**src/rtl/addr_capture_pkg.sv**
```systemverilog
// Shared definitions for the address-capture front end of the seven-segment monitor.
package addr_capture_pkg;

    localparam int ADDR_W = 21;

    typedef enum logic [1:0] {
        ST_RUN    = 2'd0,
        ST_ARMED  = 2'd1,
        ST_FROZEN = 2'd2,
        ST_STEP   = 2'd3
    } state_t;

endpackage

```
**src/rtl/btn_debounce.sv**
```systemverilog
// Push-button conditioner: two-flop synchroniser, stability counter, and a one-cycle pulse
// on each accepted rising level.
module btn_debounce #(
    parameter int DEB_CYCLES = 65_536
) (
    input  logic clk,
    input  logic resetn,
    input  logic din,
    output logic level,
    output logic rise_p
);

    localparam int CNT_W = (DEB_CYCLES > 2) ? $clog2(DEB_CYCLES) : 1;

    logic             sync1;
    logic             sync2;
    logic [CNT_W-1:0] cnt;

    always_ff @(posedge clk or negedge resetn) begin
        if (!resetn) begin
            sync1  <= 1'b0;
            sync2  <= 1'b0;
            level  <= 1'b0;
            cnt    <= '0;
            rise_p <= 1'b0;
        end else begin
            sync1  <= din;
            sync2  <= sync1;
            rise_p <= 1'b0;
            // Any sample agreeing with the accepted level restarts the stability window.
            if (sync2 != level) begin
                if (cnt == CNT_W'(DEB_CYCLES - 1)) begin
                    level  <= sync2;
                    cnt    <= '0;
                    rise_p <= sync2;
                end else begin
                    cnt <= cnt + CNT_W'(1);
                end
            end else begin
                cnt <= '0;
            end
        end
    end

endmodule

```
**src/rtl/addr_capture.sv**
```systemverilog
// Samples the CPU address on each memory strobe and presents a rate-limited display value,
// with freeze, single-step and an address-match trigger that freezes on a hit.
module addr_capture
    import addr_capture_pkg::*;
#(
    parameter int HOLD_CYCLES = 2_000_000,
    parameter int DEB_CYCLES  = 65_536
) (
    input  logic              clk_peripheral,
    input  logic              peripheral_resetn,
    input  logic [ADDR_W-1:0] cpu_addr,
    input  logic              cpu_strobe,
    input  logic              btn_freeze,
    input  logic              btn_step,
    input  logic              trig_en,
    input  logic [ADDR_W-1:0] trig_addr,
    input  logic [ADDR_W-1:0] trig_mask,
    output logic [ADDR_W-1:0] address,
    output logic              frozen,
    output logic              hit,
    output logic [1:0]        state
);

    localparam int CNT_W = $clog2(HOLD_CYCLES);

    state_t            cur_state;
    logic [CNT_W-1:0]  refresh;
    logic [ADDR_W-1:0] pending;
    logic              pend_valid;
    logic              frz_p;
    logic              stp_p;
    logic              frz_level;
    logic              stp_level;
    logic              unused_levels;
    logic              running;
    logic              tick;
    logic              match;

    btn_debounce #(.DEB_CYCLES(DEB_CYCLES)) u_deb_freeze (
        .clk    (clk_peripheral),
        .resetn (peripheral_resetn),
        .din    (btn_freeze),
        .level  (frz_level),
        .rise_p (frz_p)
    );

    btn_debounce #(.DEB_CYCLES(DEB_CYCLES)) u_deb_step (
        .clk    (clk_peripheral),
        .resetn (peripheral_resetn),
        .din    (btn_step),
        .level  (stp_level),
        .rise_p (stp_p)
    );

    assign unused_levels = frz_level ^ stp_level;

    assign running = (cur_state == ST_RUN) || (cur_state == ST_ARMED);
    assign tick    = running && (refresh == CNT_W'(HOLD_CYCLES - 1));
    assign match   = cpu_strobe && (((cpu_addr ^ trig_addr) & trig_mask) == '0);
    assign state   = cur_state;

    always_ff @(posedge clk_peripheral or negedge peripheral_resetn) begin
        if (!peripheral_resetn) begin
            refresh <= '0;
        end else if (!running || tick) begin
            refresh <= '0;
        end else begin
            refresh <= refresh + CNT_W'(1);
        end
    end

    always_ff @(posedge clk_peripheral or negedge peripheral_resetn) begin
        if (!peripheral_resetn) begin
            cur_state  <= ST_RUN;
            address    <= '0;
            pending    <= '0;
            pend_valid <= 1'b0;
            frozen     <= 1'b0;
            hit        <= 1'b0;
        end else begin
            case (cur_state)
                ST_RUN, ST_ARMED: begin
                    // A trigger hit captures the matching address immediately, ignoring refresh phase.
                    if (cur_state == ST_ARMED && match) begin
                        address   <= cpu_addr;
                        hit       <= 1'b1;
                        frozen    <= 1'b1;
                        cur_state <= ST_FROZEN;
                    end else begin
                        if (tick) begin
                            if (cpu_strobe) begin
                                address <= cpu_addr;
                            end else if (pend_valid) begin
                                address <= pending;
                            end
                            pend_valid <= 1'b0;
                        end else if (cpu_strobe) begin
                            pending    <= cpu_addr;
                            pend_valid <= 1'b1;
                        end

                        if (cur_state == ST_RUN) begin
                            if (trig_en) begin
                                cur_state <= ST_ARMED;
                            end else if (frz_p) begin
                                frozen    <= 1'b1;
                                cur_state <= ST_FROZEN;
                            end
                        end else begin
                            if (frz_p) begin
                                frozen    <= 1'b1;
                                cur_state <= ST_FROZEN;
                            end else if (!trig_en) begin
                                cur_state <= ST_RUN;
                            end
                        end
                    end
                end

                ST_FROZEN, ST_STEP: begin
                    // Resume takes precedence over both step request and step capture.
                    if (frz_p) begin
                        cur_state  <= trig_en ? ST_ARMED : ST_RUN;
                        frozen     <= 1'b0;
                        hit        <= 1'b0;
                        pend_valid <= 1'b0;
                    end else if (cur_state == ST_FROZEN) begin
                        if (stp_p) begin
                            cur_state <= ST_STEP;
                        end
                    end else if (cpu_strobe) begin
                        address   <= cpu_addr;
                        cur_state <= ST_FROZEN;
                    end
                end
            endcase
        end
    end

endmodule

```
**config.mk**
```make
export PLATFORM = sky130hd
export DESIGN_NAME = addr_capture
export DESIGN_NICKNAME = d
export VERILOG_FILES = /design/src/rtl/addr_capture_pkg.sv /design/src/rtl/btn_debounce.sv /design/src/rtl/addr_capture.sv
export SDC_FILE = /design/constraint.sdc
export NUM_CORES = 1
export LEC_CHECK = 0
export ABC_AREA = 1
export ABC_CLOCK_PERIOD_IN_PS = 1800
export BUFFER_PORTS_ARGS = -buffer_cell sky130_fd_sc_hd__buf_2
export CELL_PAD_IN_SITES_DETAIL_PLACEMENT = 0
export CELL_PAD_IN_SITES_GLOBAL_PLACEMENT = 1
export CORE_UTILIZATION = 35
export DETAILED_ROUTE_END_ITERATION = 10
export HOLD_SLACK_MARGIN = 0.06
export PLACE_DENSITY_LB_ADDON = 0.1
export RECOVER_POWER = 50
export SYNTH_ARGS = -nofsm -noshare
export SYNTH_HDL_FRONTEND = slang
export SYNTH_SLANG_ARGS = --single-unit
export TNS_END_PERCENT = 50
```
**constraint.sdc**
```tcl
create_clock -name clk_peripheral -period 1.8 [get_ports clk_peripheral]
set_input_delay 0.09 -clock clk_peripheral [delete_from_list [all_inputs] [get_ports clk_peripheral]]
set_output_delay 0.09 -clock clk_peripheral [all_outputs]
set_load 0.03 [all_outputs]
```
Word level (Yosys, flattened, before mapping)
Cells that the tools add are included.

word-level totals
  output and inout bits = 25
  memory bits (read-only) = 0
  bits in registers = 108
  logic and storage cells = 105
  latch bits = 0
  memories kept = 0
  memory bits (writable) = 0

operators by class
  muxes and demuxes = 41
  divide/modulo/power cells = 0
  multiply operators = 0
  $lt $le $gt $ge = 0
  bitwise logic cells = 4
  add/subtract/negate cells = 3
  shift operators = 0
  equal/unequal tests = 22
  reduce and logical (&&, ||, !) cells = 18

operators with widths
  cell                                           count
  2-to-1 mux 21 bit                              8
  2-to-1 mux 16 bit                              4
  case mux 21 bit (2 select lines)               1
  adder 16 x 1 -> 16 bit, second input constant  2
  equality test 16 bit, second input constant    2
  adder 21 x 1 -> 21 bit, second input constant  1
  AND 21 bit                                     1
  equality test 21 bit, second input constant    1
  zero test 21 bit                               1
  bitwise XOR 21 bit                             1
  2-to-1 mux 2 bit                               10
  2-to-1 mux 1 bit                               14
  != test 2 bit, second input constant           5
  != test 5 x 4 -> 1 bit, second input constant  2
  != test 4 bit, second input constant           2
  AND reduction 2 bit                            4
  AND reduction 4 bit                            2
  != test 3 bit, second input constant           2
  case mux 1 bit (2 select lines)                3
  AND reduction 5 bit                            1
  equality test 2 bit, second input constant     2
  != test 4 x 2 -> 1 bit, second input constant  1
  != test 4 x 3 -> 1 bit, second input constant  1
  case mux 2 bit (2 select lines)                1
  10 further kinds                               16

Logic depth before layout (Yosys ltp)
Gate-level depths: netlist (run 1).

  word-level depth = 7
  depth in mapped cells = 13
  mapped depth without buffers = 12

By module
A second synthesis (run 1) with hierarchy kept.

unflattened totals
  cell total of the unflattened synthesis = 742
  area total of the unflattened synthesis = 5910.7 sq um

modules (own cells, without submodules)
  module        cells each  times used  area an instance (sq um)
  addr_capture  510         1           3878.7
  btn_debounce  116         2           1016.0

Least setup slack after synthesis (run 1)
Ideal clock, no wire load.

  path type = register to register
  start = register cur_state[1], in the netlist state[1]
  end = register address[0]
  path slack = 90 ps
  cell stages (with the launch flop) = 13
  data arrival time = 1592 ps
  buffers on the path = 2
  clock period less this slack = 1710 ps
  path through = dfrtp_1 > clkbuf_2 > nor2_2 > nand2_1 > nor2_1 > nand2_1 > nor2_4 > nand2_4 > nand2_4 > nand2_4 > buf_6 > nand2_1 > nand2_1

between the ends
  longest elaborated chain between the ends = 5
  elaborated cells between the ends (all ways) = 17
  classes of those cells = 8 x eq/ne; 2 x mux; 7 x reduce/logical

RTL lines
  element                                                                 RTL line                                                    text
  start: declaration                                                      addr_capture.sv:26                                          state_t cur_state;
  start signal: assignment                                                addr_capture.sv:123                                         cur_state <= trig_en ? ST_ARMED : ST_RUN;
  equality test 2 x 1 -> 1 bit / zero test 2 bit (equally long branches)  addr_capture.sv:57, addr_capture.sv:81, addr_capture.sv:84
  logical OR 1 bit                                                        addr_capture.sv:57                                          assign running = (cur_state == ST_RUN) || (cur_state == ST_ARMED);
  logical AND 1 bit                                                       addr_capture.sv:58                                          assign tick = running && (refresh == CNT_W'(HOLD_CYCLES - 1));
  != test 3 bit (no line)                                                 --
  AND reduction 5 bit (no line)                                           --
  end signal: assignment                                                  addr_capture.sv:85                                          address <= cpu_addr;
  end signal: assignment                                                  addr_capture.sv:92                                          address <= cpu_addr;
  end signal: assignment                                                  addr_capture.sv:94                                          address <= pending;
  end: declaration                                                        addr_capture.sv:18                                          output logic [ADDR_W-1:0] address,

Parallel ways exist; a longest one is shown, timed or not.
A chain may end at the register's enable or synchronous reset.

Worst setup path in the final report (run 1)
  start = register refresh[0]
  end = register address[19]

between the ends
  longest elaborated chain between the ends = 4

RTL lines
  element                        RTL line            text
  start: declaration             addr_capture.sv:27  logic [CNT_W-1:0] refresh;
  start signal: assignment       addr_capture.sv:68  refresh <= refresh + CNT_W'(1);
  equality test 21 bit           addr_capture.sv:58
  logical AND 1 bit              addr_capture.sv:58
  != test 3 bit (no line)        --
  AND reduction 5 bit (no line)  --

No other way between the ends.

==> impl_metrics.json, run 1 <==
{
  "ir_drop_uv": 536,
  "grt_pass1_wl_um": 23700,
  "netlist_top_cells_area": "dfrtp_1 48%, nand2_1 13%, nand3_1 6.4%",
  "ys_types": 40,
  "rsz0062_at_grt": "true",
  "antenna_found_initial": 0,
  "cp.arrival_ps": 2090,
  "core-area_mm2": 0.0158,
  "fin_area_mm2": 0.00735,
  "synth-compound-area-share": 0.0738,
  "use_met3": 0.0417,
  "die-area_mm2": 0.0167,
  "cts.clk_slew.worst_paths_ps": 80,
  "critPathKind": "reg2reg",
  "hold_path.class": "in2reg",
  "postRouteAntennaNets": 0,
  "area_delta_synth_final_pct": 29.8,
  "p_clk_frac": 0.292,
  "post-dp-hpwl_um": 10000,
  "synthXorXnorAreaFrac": 0.0263,
  "track_usage": 0.184,
  "drtIter0Drc": 303,
  "synthFlopType": "dfrtp_1",
  "cts_buffer_depth": 2,
  "worstSkewPairLatency_ps": 360,
  "slew_headroom": 0.303,
  "drc": 0,
  "yosysMostFrequentCell": "nand2_1",
  "slowest_delay_ps": 370,
  "grt-ovfl-total": 0,
  "synth_mux_area_frac": 0.00199,
  "cts_tree": "yes",
  "period_minus_slack_ps": 1790,
  "synth_fa_ha_area_frac": 0.00663,
  "synth.top_cell.area_share": 0.477,
  "grt_max_degree": 109,
  "gp_congestion": 0.786,
  "drv_slew": 0,
  "dieWidth_um": 129,
  "vias": 5188,
  "synth_simple_gate_area_frac": 0.332,
  "p_int_mw": 4.64,
  "critPathCaptureType": "register",
  "timing.fmax_mhz": 559,
  "synth_top_cell_by_area": "dfrtp_1",
  "grt.met1_usage": 0.232,
  "yosys_register_bits": 108,
  "synth_common_cells": "194 x nand2_1, 108 x dfrtp_1, 90 x inv_1",
  "cp_top_family": "simple AND/OR/NAND/NOR gates",
  "die_h_um": 129,
  "initial_core_util": 0.358,
  "ioPinCount": 94,
  "drv_cap": 0,
  "p_total_mw": 7.02,
  "clock-sinks": 108,
  "hold_viol_final": 0,
  "grt.busiest_layer": "met2",
  "grt_pass1_vias": 4952,
  "finish.utilization": 0.464,
  "layout.cells.non_filler": 1101,
  "io_buffers": 93,
  "synth_edf_count": 0,
  "syn-cell-area_mm2": 0.00566,
  "required_ps": 2100,
  "met2_usage": 0.312,
  "seq_area_frac_synth": 0.477,
  "syn_inst": 730,
  "tightestPinTransition_ps": 1050,
  "synth_nets": 802,
  "status": "finished, final reports clean",
  "cp_max_fo": 7,
  "critPathLaunchType": "register",
  "yosysWarnings": 0,
  "routed_wl_um": 14700,
  "crit_path_cell_trace": "ha_2, nand3_4, nor4_4, nand3_1, nand2_2, nand2_2, nand2_8, clkbuf_16, nand3_1, nand2_1",
  "switching_share": 0.339,
  "p_sw_mw": 2.38,
  "cellPowerDensity_mw_per_mm2": 956,
  "crit_slowest_cell": "dfrtp_1",
  "period_share": 0.994,
  "setup_tns_ps": 0,
  "drtPass1Iterations": 5,
  "antenna_cells": 0,
  "setup_viol": 0,
  "clockRootBuffer": "clkbuf_16",
  "dpl.cell_count": 1055,
  "routedWlPerCell_um": 13.3,
  "drive_gt1_frac": 0.231,
  "p_seq_frac": 0.454,
  "clock_skew_ps": 6.76,
  "place_area_mm2": 0.00659,
  "async_reset_ff_frac": 1.00,
  "cts_buffers": 9,
  "combPwrFrac": 0.254,
  "cts_max_level": 3,
  "avgSynthCellArea_um2": 7.75,
  "critPathBufInv": 1,
  "synth_top_family_by_area": "simple AND/OR/NAND/NOR gates",
  "layout.nets": 953,
  "routed_via_density": 4.71,
  "num_rows": 46,
  "leakagePower_nw": 3.60
}
==> cell type report <==
| class | instances | area [µm²] |
|---|---|---|
| fill | 1562 | 8480 |
| clock inverter | 5 | 60.1 |
| inverter | 93 | 352 |
| timing repair buffer | 156 | 1080 |
| clock buffer | 10 | 239 |
| tap | 216 | 270 |
| multi-input combinational | 513 | 2640 |
| sequential | 108 | 2700 |
==> cells by family (layout without fill, tap and decap cells) <==
| family | after synthesis | count (layout) |
|---|---|---|
| fa+ha+maj | 3 | 3 |
| mux | 1 | 1 |
| simple gates | 411 | 413 |
| buf+inv | 111 | 264 |
| compound gates | 79 | 79 |
| flops | 108 | 108 |
| xor+xnor | 17 | 17 |
==> layer usage <==
layer	routed length, µm	part of all wire
met1	6880	0.47
met2	7010	0.48
met3	613	0.042
met4	180	0.012
met5	0	0
==> registers in the layout, indices dropped and copies added, names as in the netlist <==
register	flops
u_deb_step.cnt	16
u_deb_step.level	1
u_deb_step.sync2	1
u_deb_freeze.cnt	16
u_deb_step.sync1	1
state	2
u_deb_freeze.level	1
u_deb_freeze.sync2	1
u_deb_step.rise_p	1
pend_valid	1
u_deb_freeze.sync1	1
frozen	1
pending	21
address	21
u_deb_freeze.rise_p	1
refresh	21
hit	1
==> power groups by stage <==
stage               Combinational (mW)  Clock [mW]  Sequential (mW)
finish                            1.78        2.05             3.19
global placement                  1.63           0             3.21
floorplan                        0.611           0             3.65
global route                      1.98        2.21             3.25
detailed placement                1.68           0             3.21
CTS                               1.72        2.14             3.17
==> final timing paths <==
check / cells past startpoint / slack [ps] / end / from
max in group asynchronous: 3 / 550 / state[1] / peripheral_resetn
max reg2reg: 10 / 10 / address[19] / refresh[0]
min in group asynchronous: 3 / 510 / pending[16] / peripheral_resetn
max: 10 / 10 / address[19] / refresh[0]
min reg2reg: 0 / 350 / u_deb_step.sync2 / u_deb_step.sync1
min: 3 / 70 / pending[14] / cpu_addr[14]
==> worst reg2reg max path: cells and delay by family (launching register included) <==
family	cells	cell delay (ps)
simple gates	8	990
buf+inv	1	180
flops	1	370
fa+ha+maj	1	210
==> cell usage in the layout, fill, tap and decap left out, types with 8 or more instances in the layout <==
| cell | synthesis | routed |
|---|---|---|
| inv_1 | 90 | 89 |
| buf_2 | 1 | 92 |
| buf_4 | 0 | 33 |
| clkbuf_16 | 0 | 11 |
| nand2_2 | 1 | 15 |
| nand3_1 | 72 | 71 |
| o21ai_0 | 52 | 38 |
| nor4_1 | 9 | 8 |
| nand2_1 | 194 | 180 |
| xor2_1 | 14 | 14 |
| nand4_1 | 16 | 16 |
| dfrtp_1 | 108 | 108 |
| a21oi_1 | 16 | 16 |
| dlygate4sd3_1 | 0 | 21 |
| o21ai_1 | 3 | 15 |
| nor3_1 | 26 | 24 |
| nor2_1 | 59 | 56 |
==> repair_timing <==
action / in CTS / in global routing
gates cloned: 0 / 5
hold buffers: 21 / 0
pin swaps: 0 / 8
buffers inserted: 0 / 6
endpoints found under the setup margin: 4 / 66
endpoints found under the hold margin: 128 / 0
gates resized for setup: 2 / 45
==> metrics by stage <==
stage	worst slack (ps)	hold WS [ps]
floorplan	90.0	-206
global placement	-6.75	199
CTS	27.9	63.7
global route	-109	74.2
finish	10.1	65.4
detailed placement	-11.1	202
Note: power is estimated with default switching activity, not from simulation.
==> run 2: changes to the inputs <==
Settings changed: CTS_BUF_LIST set to sky130_fd_sc_hd__clkbuf_4.
==> impl_metrics.json, run 2 (same netlist as run 1, synthesis figures left out) <==
{
  "cts_max_level": 3,
  "setup_viol": 0,
  "drv_slew": 109,
  "cp_max_fo": 8,
  "cp_top_family": "simple AND/OR/NAND/NOR gates",
  "vias": 5252,
  "clock_skew_ps": 16.6,
  "num_rows": 46,
  "reg.largest.list": "address x21, pending x21, refresh x21",
  "routed_via_density": 4.74,
  "hold_viol_final": 0,
  "slew_headroom": -0.0219,
  "layout.nets": 960,
  "grt_pass1_wl_um": 23600,
  "fillers": 1563,
  "final_common_cell": "nand2_1",
  "timing.fmax_mhz": 563,
  "status": "finished with violations",
  "antenna_found_initial": 1,
  "initial_core_util": 0.358,
  "layout.cells.non_filler": 1109,
  "grt.busiest_layer": "met2",
  "die_h_um": 129,
  "grt_pass1_vias": 4959,
  "slowest_delay_ps": 400,
  "worstSkewPairLatency_ps": 500,
  "cts_buffers": 9,
  "postRouteAntennaNets": 0,
  "leakagePower_nw": 3.60,
  "grt.met1_usage": 0.230,
  "required_ps": 2240,
  "rrSetupSlack_ps": 20,
  "fin_area_mm2": 0.00741,
  "critPathLaunchType": "register",
  "clock-sinks": 108,
  "hold_path.class": "in2reg",
  "place_area_mm2": 0.00659,
  "critPathKind": "reg2reg",
  "ir_drop_uv": 403,
  "tightestPinTransition_ps": 1530,
  "critPathBufInv": 1,
  "setup_ws_ps": 24.7,
  "drtPass1Iterations": 6,
  "crit_path_cell_trace": "ha_2, nand3_4, nor4_4, nand3_1, nand2_2, nand2_4, nand2_8, clkbuf_16, nand3_1, nand2_1",
  "drc": 0,
  "io_buffers": 93,
  "routed_wl_um": 14900,
  "routedWlPerCell_um": 13.4,
  "rsz0062_at_grt": "true",
  "dpl.cell_count": 1055,
  "critPathCaptureType": "register",
  "cellPowerDensity_mw_per_mm2": 856,
  "violations": "max-capacitance violations, max-slew violations",
  "gp_congestion": 0.786,
  "ioPinCount": 94,
  "grt_max_degree": 109,
  "drive_gt1_frac": 0.252,
  "use_met3": 0.0504,
  "final_cell_mix": "180 x nand2_1, 108 x dfrtp_1, 92 x buf_2",
  "cts.clk_slew.worst_paths_ps": 160,
  "cp.arrival_ps": 2210,
  "drtIter0Drc": 314,
  "period_minus_slack_ps": 1780,
  "clockRootBuffer": "clkbuf_4",
  "period_share": 0.986,
  "drv_cap": 1,
  "path_common_cell": "nand3_1",
  "grt-ovfl-total": 0,
  "met2_usage": 0.311,
  "pre_cts_ws_ps": -11.1,
  "track_usage": 0.183,
  "core-area_mm2": 0.0158,
  "cts_tree": "yes",
  "area_delta_synth_final_pct": 30.8,
  "cts_buffer_depth": 2,
  "post-dp-hpwl_um": 10000,
  "die-area_mm2": 0.0167,
  "crit_slowest_cell": "dfrtp_1",
  "dieWidth_um": 129
}
[run 2: cell count changes in the layout (fill, tap and decap cells not counted), moves of 4 or more]
cell / previous run / this run
clkbuf_16: 11 / 4
clkbuf_4: 1 / 11
nand2_4: 2 / 7
buf_6: 4 / 0
dlygate4sd3_1: 21 / 26
nand3_1: 71 / 53
nand3_2: 1 / 19
nand2_2: 15 / 11
[run 2: worst paths after layout]
check | startpoint | cells after the start | endpoint
max | refresh[0] | 10 | address[1]
min | trig_mask[11] | 6 | hit
max reg2reg | refresh[0] | 10 | address[1]
min reg2reg | u_deb_step.sync1 | 0 | u_deb_step.sync2
max in group asynchronous | peripheral_resetn | 3 | u_deb_step.cnt[13]
min in group asynchronous | peripheral_resetn | 3 | pending[16]
[run 2: cell type report]
type | instances | area [µm²] | area share
clock buffer | 9 | 67.6 | 0.00912
inverter | 93 | 349 | 0.0471
multi-input combinational | 514 | 2780 | 0.376
timing repair buffer | 162 | 1170 | 0.157
antenna | 1 | 2.50 | 0.000338
sequential | 108 | 2700 | 0.365
tap | 216 | 270 | 0.0365
clock inverter | 6 | 63.8 | 0.00862
[run 2: per-stage QoR]
step | hold WS, ps | utilization | power (mW) | setup TNS (ps)
floorplan | -206 | - | 4.26 | 0
global placement | 199 | 0.417 | 4.84 | -6.75
detailed placement | 202 | 0.417 | 4.89 | -11.1
CTS | 87.1 | 0.442 | 6.24 | 0
global route | 167 | 0.468 | 6.75 | -6980
finish | 121 | 0.468 | 6.34 | 0
[run 2: worst min-delay path: cells and delay by family]
family,cells,cell delay [ps]
AND/OR/NAND/NOR,3,230
buffers and inverters,1,70
AO/OA/AOI/OAI,2,200
[run 2: where the power goes]
part / internal (mW) / total [mW] / switching [mW] / leakage, nW
Sequential: 2.91 / 3.20 / 0.293 / 1.42
Clock: 0.420 / 1.26 / 0.837 / 0.0702
Combinational: 0.667 / 1.88 / 1.21 / 2.11
Total: 4.00 / 6.34 / 2.34 / 3.60
[run 2: per-layer routing]
| metal | part of all wire | up-vias | wire (µm) |
|---|---|---|---|
| met5 | 0 | - | 0 |
| met4 | 0.010 | 0 | 154 |
| met3 | 0.044 | 10 | 655 |
| met2 | 0.48 | 100 | 7190 |
| met1 | 0.46 | 2451 | 6850 |
| li1 | - | 2691 | - |
[run 2: what timing repair did]
action                                  CTS  global route
pin swaps                                 0            16
resized for setup                         2            69
setup buffers                             0             5
hold endpoints to repair                155             0
gates cloned                              0             8
endpoints found under the setup margin   17            68
hold buffers                             26             0
==> run 3: changes to the inputs <==
==> constraint.sdc (replaced) <==
create_clock -name clk_peripheral -period 1.8 [get_ports clk_peripheral]
set_input_delay 0.36 -clock clk_peripheral [delete_from_list [all_inputs] [get_ports clk_peripheral]]
set_output_delay 0.36 -clock clk_peripheral [all_outputs]
set_load 0.03 [all_outputs]
==> impl_metrics.json, run 3 (same netlist as run 1, synthesis figures left out) <==
{
  "status": "finished, final reports clean",
  "drv_slew": 0,
  "hold_viol_final": 0,
  "cts_buffer_depth": 2,
  "slew_headroom": 0.251,
  "io_buffers": 93,
  "cts.clk_slew.worst_paths_ps": 170,
  "cts_buffers": 9,
  "grt_max_degree": 66,
  "postRouteAntennaNets": 0,
  "drtIter0Drc": 206,
  "period_minus_slack_ps": 1700,
  "layout.cells.non_filler": 1091,
  "antenna_found_initial": 0,
  "cts_max_level": 3,
  "critPathLaunchType": "register",
  "leakagePower_nw": 3.50,
  "cellPowerDensity_mw_per_mm2": 856,
  "area_delta_synth_final_pct": 23.5,
  "worstSkewPairLatency_ps": 480,
  "drv_cap": 0,
  "cp_max_fo": 3,
  "timing.fmax_mhz": 589,
  "track_usage": 0.177,
  "place_area_mm2": 0.00666,
  "multiInputGateArea_mm2": 0.00263,
  "final_cell_mix": "187 x nand2_1, 107 x dfrtp_1, 92 x buf_2",
  "dieWidth_um": 129,
  "p_total_mw": 5.98,
  "seqCellArea_mm2": 0.00270,
  "post-dp-hpwl_um": 10200,
  "routed_via_density": 4.63,
  "dpl.cell_count": 1064,
  "vias": 5049,
  "critPathCaptureType": "register",
  "finish.utilization": 0.442,
  "fin_area_mm2": 0.00699,
  "drc": 0,
  "clockRootBuffer": "clkbuf_4",
  "ioPinCount": 94,
  "die-area_mm2": 0.0167,
  "period_share": 0.944,
  "cp.arrival_ps": 2100,
  "critPathKind": "reg2reg",
  "gp_congestion": 0.815,
  "core-area_mm2": 0.0158,
  "drive_gt1_frac": 0.239,
  "initial_core_util": 0.358,
  "setup_viol": 0,
  "grt-ovfl-total": 0,
  "required_ps": 2200,
  "setup_tns_ps": 0,
  "grt_pass1_wl_um": 23300,
  "hold_path.class": "in2reg",
  "final_common_cell": "nand2_1",
  "reg.largest.list": "address x21, pending x21, refresh x21",
  "clock-sinks": 108,
  "rsz0062_at_grt": "true",
  "die_h_um": 129,
  "antenna_cells": 0,
  "tightestPinTransition_ps": 1120,
  "fillers": 1619,
  "clock_skew_ps": 10.1,
  "layout.nets": 942,
  "grt_pass1_vias": 4946,
  "ir_drop_uv": 414,
  "routedWlPerCell_um": 12.7,
  "num_rows": 46,
  "cts_tree": "yes",
  "drtPass1Iterations": 4,
  "routed_wl_um": 13800
}
run 3: worst paths after layout:
check	from	to	slack (ps)	cells past startpoint
setup / recovery	u_deb_freeze.cnt[0]	u_deb_freeze.level	100	10
hold / removal	cpu_addr[4]	pending[4]	150	3
setup reg to reg	u_deb_freeze.cnt[0]	u_deb_freeze.level	100	10
hold reg to reg	u_deb_freeze.sync1	u_deb_freeze.sync2	370	0
max in group asynchronous	peripheral_resetn	refresh[12]	330	3
min in group asynchronous	peripheral_resetn	pending[5]	660	3
run 3: report_power, final:
| group | total (mW) | internal, mW | switching [mW] |
|---|---|---|---|
| clock network | 1.15 | 0.293 | 0.857 |
| logic | 1.67 | 0.556 | 1.12 |
| registers | 3.16 | 2.91 | 0.253 |
run 3: through the flow:
step	hold slack, ps	setup slack [ps]
2_1_floorplan	64.4	90.0
3_3_place_gp	336	-3.30
3_5_place_dp	335	-15.7
4_1_cts	103	22.4
5_1_grt	127	-74.0
6_report	150	101
run 3: repair_timing:
item | in CTS | in global routing
resized for setup | 1 | 36
cloned | 0 | 1
pin swaps | 0 | 8
endpoints found under the setup margin | 4 | 64
buffers inserted | 0 | 7
endpoints found under the hold margin | 110 | 0
hold buffers | 3 | 0
run 3: worst max-delay path: stages, from the launching register on:
cell and delay, ps:
dfrtp_1 410, ha_1 180, nand2_1 80, nor2_2 120, nand3_2 120, nor3_4 190, nand2_2 110, nor3_4 160
nand3_2 130, nand2_1 80, o21ai_1 60
run 3: cell type report:
class | instances | area share
Multi-Input combinational cell | 512 | 0.376
Tap cell | 216 | 0.0387
Sequential cell | 108 | 0.387
Clock buffer | 9 | 0.00967
Timing Repair Buffer | 146 | 0.132
Clock inverter | 7 | 0.00716
Inverter | 93 | 0.0499
run 3: routing by layer:
layer  global-route usage  share of wire
met5                    0              0
met4               0.0388         0.0069
met3               0.0442          0.040
met2                0.305           0.48
met1                0.225           0.47
